==> src/rtl/fir_tap_buffer.sv <==
// Multi-channel circular sample store for the FIR datapath.
// A burst sequencer streams a channel's taps newest-first, one per cycle, with one-cycle read latency.
module fir_tap_buffer #(
  parameter int DATA_W = 16,
  parameter int DEPTH  = 32,
  parameter int NUM_CH = 2,
  localparam int AW = $clog2(DEPTH),
  localparam int CW = (NUM_CH > 1) ? $clog2(NUM_CH) : 1
) (
  input  logic              clk,
  input  logic              rst_n,
  input  logic              data_in_en,
  input  logic [CW-1:0]     data_in_ch,
  input  logic [DATA_W-1:0] data_in,
  output logic              data_in_rdy,
  input  logic              ch_clr,
  input  logic [CW-1:0]     ch_clr_ch,
  input  logic              burst_start,
  input  logic [CW-1:0]     burst_ch,
  input  logic [AW:0]       burst_len,
  output logic              busy,
  output logic [DATA_W-1:0] data_out,
  output logic              data_out_vld,
  output logic [AW-1:0]     data_out_tap,
  output logic              burst_done,
  output logic              wr_drop
);

  localparam int MEM_AW = CW + AW;

  typedef enum logic {IDLE, RUN} state_t;
  state_t state, state_nxt;

  logic [DATA_W-1:0] mem [2**MEM_AW];
  logic [AW-1:0]     wr_ptr   [NUM_CH];
  logic [AW-1:0]     ptr_nxt  [NUM_CH];
  logic [AW:0]       fill     [NUM_CH];
  logic [AW:0]       fill_nxt [NUM_CH];

  logic              wr_ok;
  logic              accept;
  logic              issue_last;
  logic [AW:0]       len_clamp;
  logic [AW-1:0]     len_m1;
  logic [CW-1:0]     run_ch;
  logic [AW-1:0]     run_ptr;
  logic [AW:0]       run_fill;
  logic [AW-1:0]     run_last;
  logic [AW-1:0]     tap_idx;
  logic [AW-1:0]     rd_slot;

  logic [DATA_W-1:0] rd_q;
  logic              zero_q;
  logic              vld_q;
  logic              last_q;
  logic [AW-1:0]     tap_q;

  assign busy        = (state == RUN);
  assign data_in_rdy = !(busy && (data_in_ch == run_ch));
  assign wr_ok       = data_in_en && data_in_rdy && ({1'b0, data_in_ch} < (CW+1)'(NUM_CH));

  // Next pointer/fill are also what a same-cycle burst snapshots, so a
  // coincident write shows up as tap 0 and a coincident flush wins.
  always_comb begin
    for (int unsigned c = 0; c < NUM_CH; c++) begin
      ptr_nxt[c]  = wr_ptr[c];
      fill_nxt[c] = fill[c];
      if (wr_ok && data_in_ch == CW'(c)) begin
        ptr_nxt[c] = wr_ptr[c] + 1'b1;
        if (fill[c] != (AW+1)'(DEPTH))
          fill_nxt[c] = fill[c] + 1'b1;
      end
      if (ch_clr && ch_clr_ch == CW'(c))
        fill_nxt[c] = '0;
    end
  end

  always_ff @(posedge clk) begin
    for (int unsigned c = 0; c < NUM_CH; c++) begin
      if (!rst_n) begin
        wr_ptr[c] <= '0;
        fill[c]   <= '0;
      end else begin
        wr_ptr[c] <= ptr_nxt[c];
        fill[c]   <= fill_nxt[c];
      end
    end
  end

  always_ff @(posedge clk) begin
    if (!rst_n)
      wr_drop <= 1'b0;
    else if (data_in_en && !data_in_rdy)
      wr_drop <= 1'b1;
  end

  assign len_clamp  = (burst_len > (AW+1)'(DEPTH)) ? (AW+1)'(DEPTH) : burst_len;
  assign len_m1     = AW'(len_clamp - 1'b1);
  assign issue_last = (tap_idx == run_last);
  assign rd_slot    = run_ptr - tap_idx - 1'b1;

  always_comb begin
    state_nxt = state;
    accept    = 1'b0;
    case (state)
      IDLE: begin
        if (burst_start && burst_len != '0 && ({1'b0, burst_ch} < (CW+1)'(NUM_CH))) begin
          accept    = 1'b1;
          state_nxt = RUN;
        end
      end
      RUN: begin
        if (issue_last)
          state_nxt = IDLE;
      end
      default: state_nxt = IDLE;
    endcase
  end

  always_ff @(posedge clk) begin
    if (!rst_n)
      state <= IDLE;
    else
      state <= state_nxt;
  end

  always_ff @(posedge clk) begin
    if (!rst_n) begin
      run_ch   <= '0;
      run_ptr  <= '0;
      run_fill <= '0;
      run_last <= '0;
      tap_idx  <= '0;
    end else if (accept) begin
      run_ch   <= burst_ch;
      run_ptr  <= ptr_nxt[burst_ch];
      run_fill <= fill_nxt[burst_ch];
      run_last <= len_m1;
      tap_idx  <= '0;
    end else if (busy) begin
      tap_idx  <= tap_idx + 1'b1;
    end
  end

  always_ff @(posedge clk) begin
    if (wr_ok)
      mem[{data_in_ch, wr_ptr[data_in_ch]}] <= data_in;
    if (busy)
      rd_q <= mem[{run_ch, rd_slot}];
  end

  // zero_q resets high so data_out reads 0 without clearing the RAM register.
  always_ff @(posedge clk) begin
    if (!rst_n) begin
      vld_q  <= 1'b0;
      last_q <= 1'b0;
      zero_q <= 1'b1;
      tap_q  <= '0;
    end else begin
      vld_q  <= busy;
      last_q <= busy && issue_last;
      if (busy) begin
        zero_q <= ({1'b0, tap_idx} >= run_fill);
        tap_q  <= tap_idx;
      end
    end
  end

  assign data_out     = zero_q ? '0 : rd_q;
  assign data_out_vld = vld_q;
  assign data_out_tap = tap_q;
  assign burst_done   = last_q;

endmodule

==> config.mk <==
export PLATFORM = sky130hd
export DESIGN_NAME = fir_tap_buffer
export DESIGN_NICKNAME = d
export VERILOG_FILES = /design/src/rtl/fir_tap_buffer.sv
export SDC_FILE = /design/constraint.sdc
export NUM_CORES = 1
export LEC_CHECK = 0
export ABC_AREA = 0
export CAP_MARGIN = 5
export CORE_AREA = 3 3 373 338
export CTS_CLUSTER_SIZE = 28
export DETAILED_ROUTE_END_ITERATION = 6
export DIE_AREA = 0 0 376 341
export GPL_ROUTABILITY_DRIVEN = 0
export SYNTH_ARGS = -nofsm -noshare
export SYNTH_HDL_FRONTEND = slang
export SYNTH_SLANG_ARGS = --single-unit
==> constraint.sdc <==
create_clock -name clk -period 9.1 [get_ports clk]
set_input_delay 1.365 -clock clk [delete_from_list [all_inputs] [get_ports clk]]
set_output_delay 1.365 -clock clk [all_outputs]
set_load 0.02 [all_outputs]
==> summary.md <==
| Metric | Value |
|---|---|
| Status | `finished, final reports clean` |
| CP Capture Type | `flop` |
| Synthesized cell area | `0.0428 mm²` |
| Simple-gate share of the synthesized area | `0.0282` |
| Worst hold slack | `0.468 ns` |
| Commonest cells post-synth | `edfxtp_1, mux4_2, mux2i_1` |
| Area of the core | `0.123 mm²` |
| Clock skew | `0.0244 ns` |
| Initial Util | `0.349` |
| Vias | `21100` |
| Highest clock rate | `197 MHz` |
| Most frequent cell after synthesis | `edfxtp_1` |
| Chip Height | `341 µm` |
| Hold crit path type | `flop to flop` |
| Area growth, synth to finish | `14.4%` |
| Commonest register cell after synthesis | `edfxtp_1` |
| Gr ovfl total | `0` |
| Reg clk slew, reported paths | `0.06 ns` |
| Asr flop ratio synth | `0` |
| H-tree depth | `3` |
| Synth top area share | `0.730` |
| Syn Nets | `2102` |
| Hold buffer count at cts | `0` |
| Max VDD drop | `0.150 mV` |
| DR WL/cell | `26.8 µm` |
| Post-synth EDFFs | `1040` |
| GR Util All Layers | `0.163` |
| Layout cell share with drive strength beyond 1 | `0.228` |
| Overall die area | `0.128 mm²` |
| Final hold violation count | `0` |
| Top cells by area, synth | `edfxtp_1, mux4_2, mux2i_1` |
| Post-synthesis sequential area ratio | `0.755` |
| Final nets | `2253` |
| Synth Area in XOR/XNOR | `0.00532` |
| Distinct cells, synth | `60` |
| Number of DRC markers in iteration 0 | `2347` |
| PostCTS Resize Cnt | `0` |
| WS Path Type | `flop to flop` |
| Finished Layout Cells | `3908` |
| Syn Area/Cell | `20.8 µm²` |
| Compound-cell area share of the yosys netlist | `0.0254` |
| Post-synth top area cell | `edfxtp_1` |
| Die width | `376 µm` |
| Max Slew Vio Count | `0` |
| Pleak | `16.2 nW` |
| RSZ-0062 raised after global routing | `false` |
| PortBufs | `55` |
| Inst Count DP | `3705` |
| Critical path data arrival time | `5.48 ns` |
| DRC viols | `0` |
| Number of global-route vias before repair | `21400` |
| Cell count after synthesis | `2054` |
| Critical Path Source Type | `flop` |
| DPL Wire Length | `59.9 mm` |
| Slew headroom | `0.136` |
| Min Clock Period, post-route | `5.08 ns` |
| Post-synthesis mux area share | `0.166` |
| I/O pin count | `56` |
| Fin Setup TNS | `0 ns` |
| Bufs on Longest Clock Path | `3` |
| Final worst-path cycle share | `0.559` |
| CTS tree | `built` |
| #FFs+latches synth | `1094` |
| Global-route wire length before repair | `153 mm` |
| Warnings from Yosys | `0` |
| FP Rows | `122` |
| Sink Count | `1094` |
| Synth Area in Adders | `0.00544` |
| First-pass iteration count of the detailed router | `5` |
| Slew @ Worst Pin | `1.30 ns` |
| Root buffer cell | `clkbuf_16` |
| Post-Route WL | `105 mm` |
| CTS Buf Count | `109` |
| Largest net degree at the start of global routing | `129` |
| Setup bufs post-CTS | `0` |
| Main combinational cell family by area after synthesis | `multiplexers` |
| WP data required | `9.50 ns` |
| Antenna-violating nets left | `0` |
| # setup viols final | `0` |
| R2r setup slk | `4.02 ns` |
| Skew-Pair Late Insertion Delay | `0.67 ns` |
| Vias per inst | `5.40` |
| Initial antenna violation count | `10` |
| Max cap viols | `0` |
| CP max FO | `66` |
| Power per cell area | `223 mW/mm²` |
critical path, cell delays in order (launching register included):
cell and delay (ns):
dfxtp_1 0.45, inv_1 0.13, ha_4 0.19, fa_4 1.45
buf_4 0.92, mux4_2 0.41, mux2i_1 0.15, o22ai_1 0.34
or4_1 0.62
stage by stage:
step	total power [mW]	instance area (µm²)	worst slack [ns]	utilization
after global routing	11.3	49000	3.84	0.399
final	10.9	49000	4.02	0.400
after CTS	11.0	48900	3.99	0.399
after global placement	6.70	45500	4.04	0.371
after floorplan	6.35	42800	5.60	-
after detailed placement	6.72	45500	4.01	0.371
logic make-up after synthesis:
family	count (synthesis)
muxes	392
DFF	1094
xor gates and xnor gates	26
adders and majority gates	18
AOI/OAI and AO/OA	156
and+or+nand+nor	243
buffers and inverters	125
sequential cells by signal (all words and copies together), names as in the netlist, 5 cells and up:
name          count
fill             12
data_out_tap      5
run_ptr           5
wr_ptr           10
mem            1024
run_last          5
run_fill          6
rd_q             16
tap_idx           5
layout make-up:
cell class | instances | area (µm²)
diodes | 5 | 12.5
clock buffers | 136 | 2890
clock inverters | 61 | 547
fillers | 10700 | 73600
inverters | 22 | 82.6
multi-input cells | 835 | 9920
flip-flops and latches | 1094 | 32300
well taps | 1612 | 2020
repair buffers | 143 | 1190
path summary, 6_finish.rpt:
check | to | from | cells after the start
worst max register to register | rd_q[1] | tap_idx[0] | 8
worst max-delay path | rd_q[1] | tap_idx[0] | 8
worst min register to register | run_fill[3] | run_fill[3] | 2
worst min-delay path | run_fill[3] | run_fill[3] | 2
layout by cell type, fill, tap and decap left out, drive strengths merged, types with 4 or more instances in the layout:
cell           count
nor2             106
xor2              10
buf              104
dfxtp             54
and2               8
xnor2             16
nand2             32
o22ai             70
bufinv            10
o211ai             6
o21ai             12
nor2b             19
clkbuf           136
and3               9
ha                17
a21o               5
o31ai              4
clkinv            47
nand2b             7
clkdlybuf4s50     39
mux2i            136
a211oi            11
inv               26
a21oi             17
a31oi              5
mux4             256
nand3             12
diode              5
or4               21
nor3               9
edfxtp          1040
nand3b             4
nand4              4
power breakdown:
group / leakage (nW) / total (mW) / internal [mW] / switching (mW)
sequential: 9.80 / 5.59 / 5.55 / 0.0386
clock: 1.69 / 4.34 / 2.52 / 1.82
combinational: 4.75 / 1.01 / 0.437 / 0.576
total: 16.2 / 10.9 / 8.50 / 2.43
per-layer routing:
layer	wire, µm	track usage	vias up
li1	-	-	8855
met1	45400	0.239	11300
met2	48700	0.254	864
met3	8650	0.0305	139
met4	1940	0.0361	2
met5	13	0	-
Power figures use the tool's default switching activity.
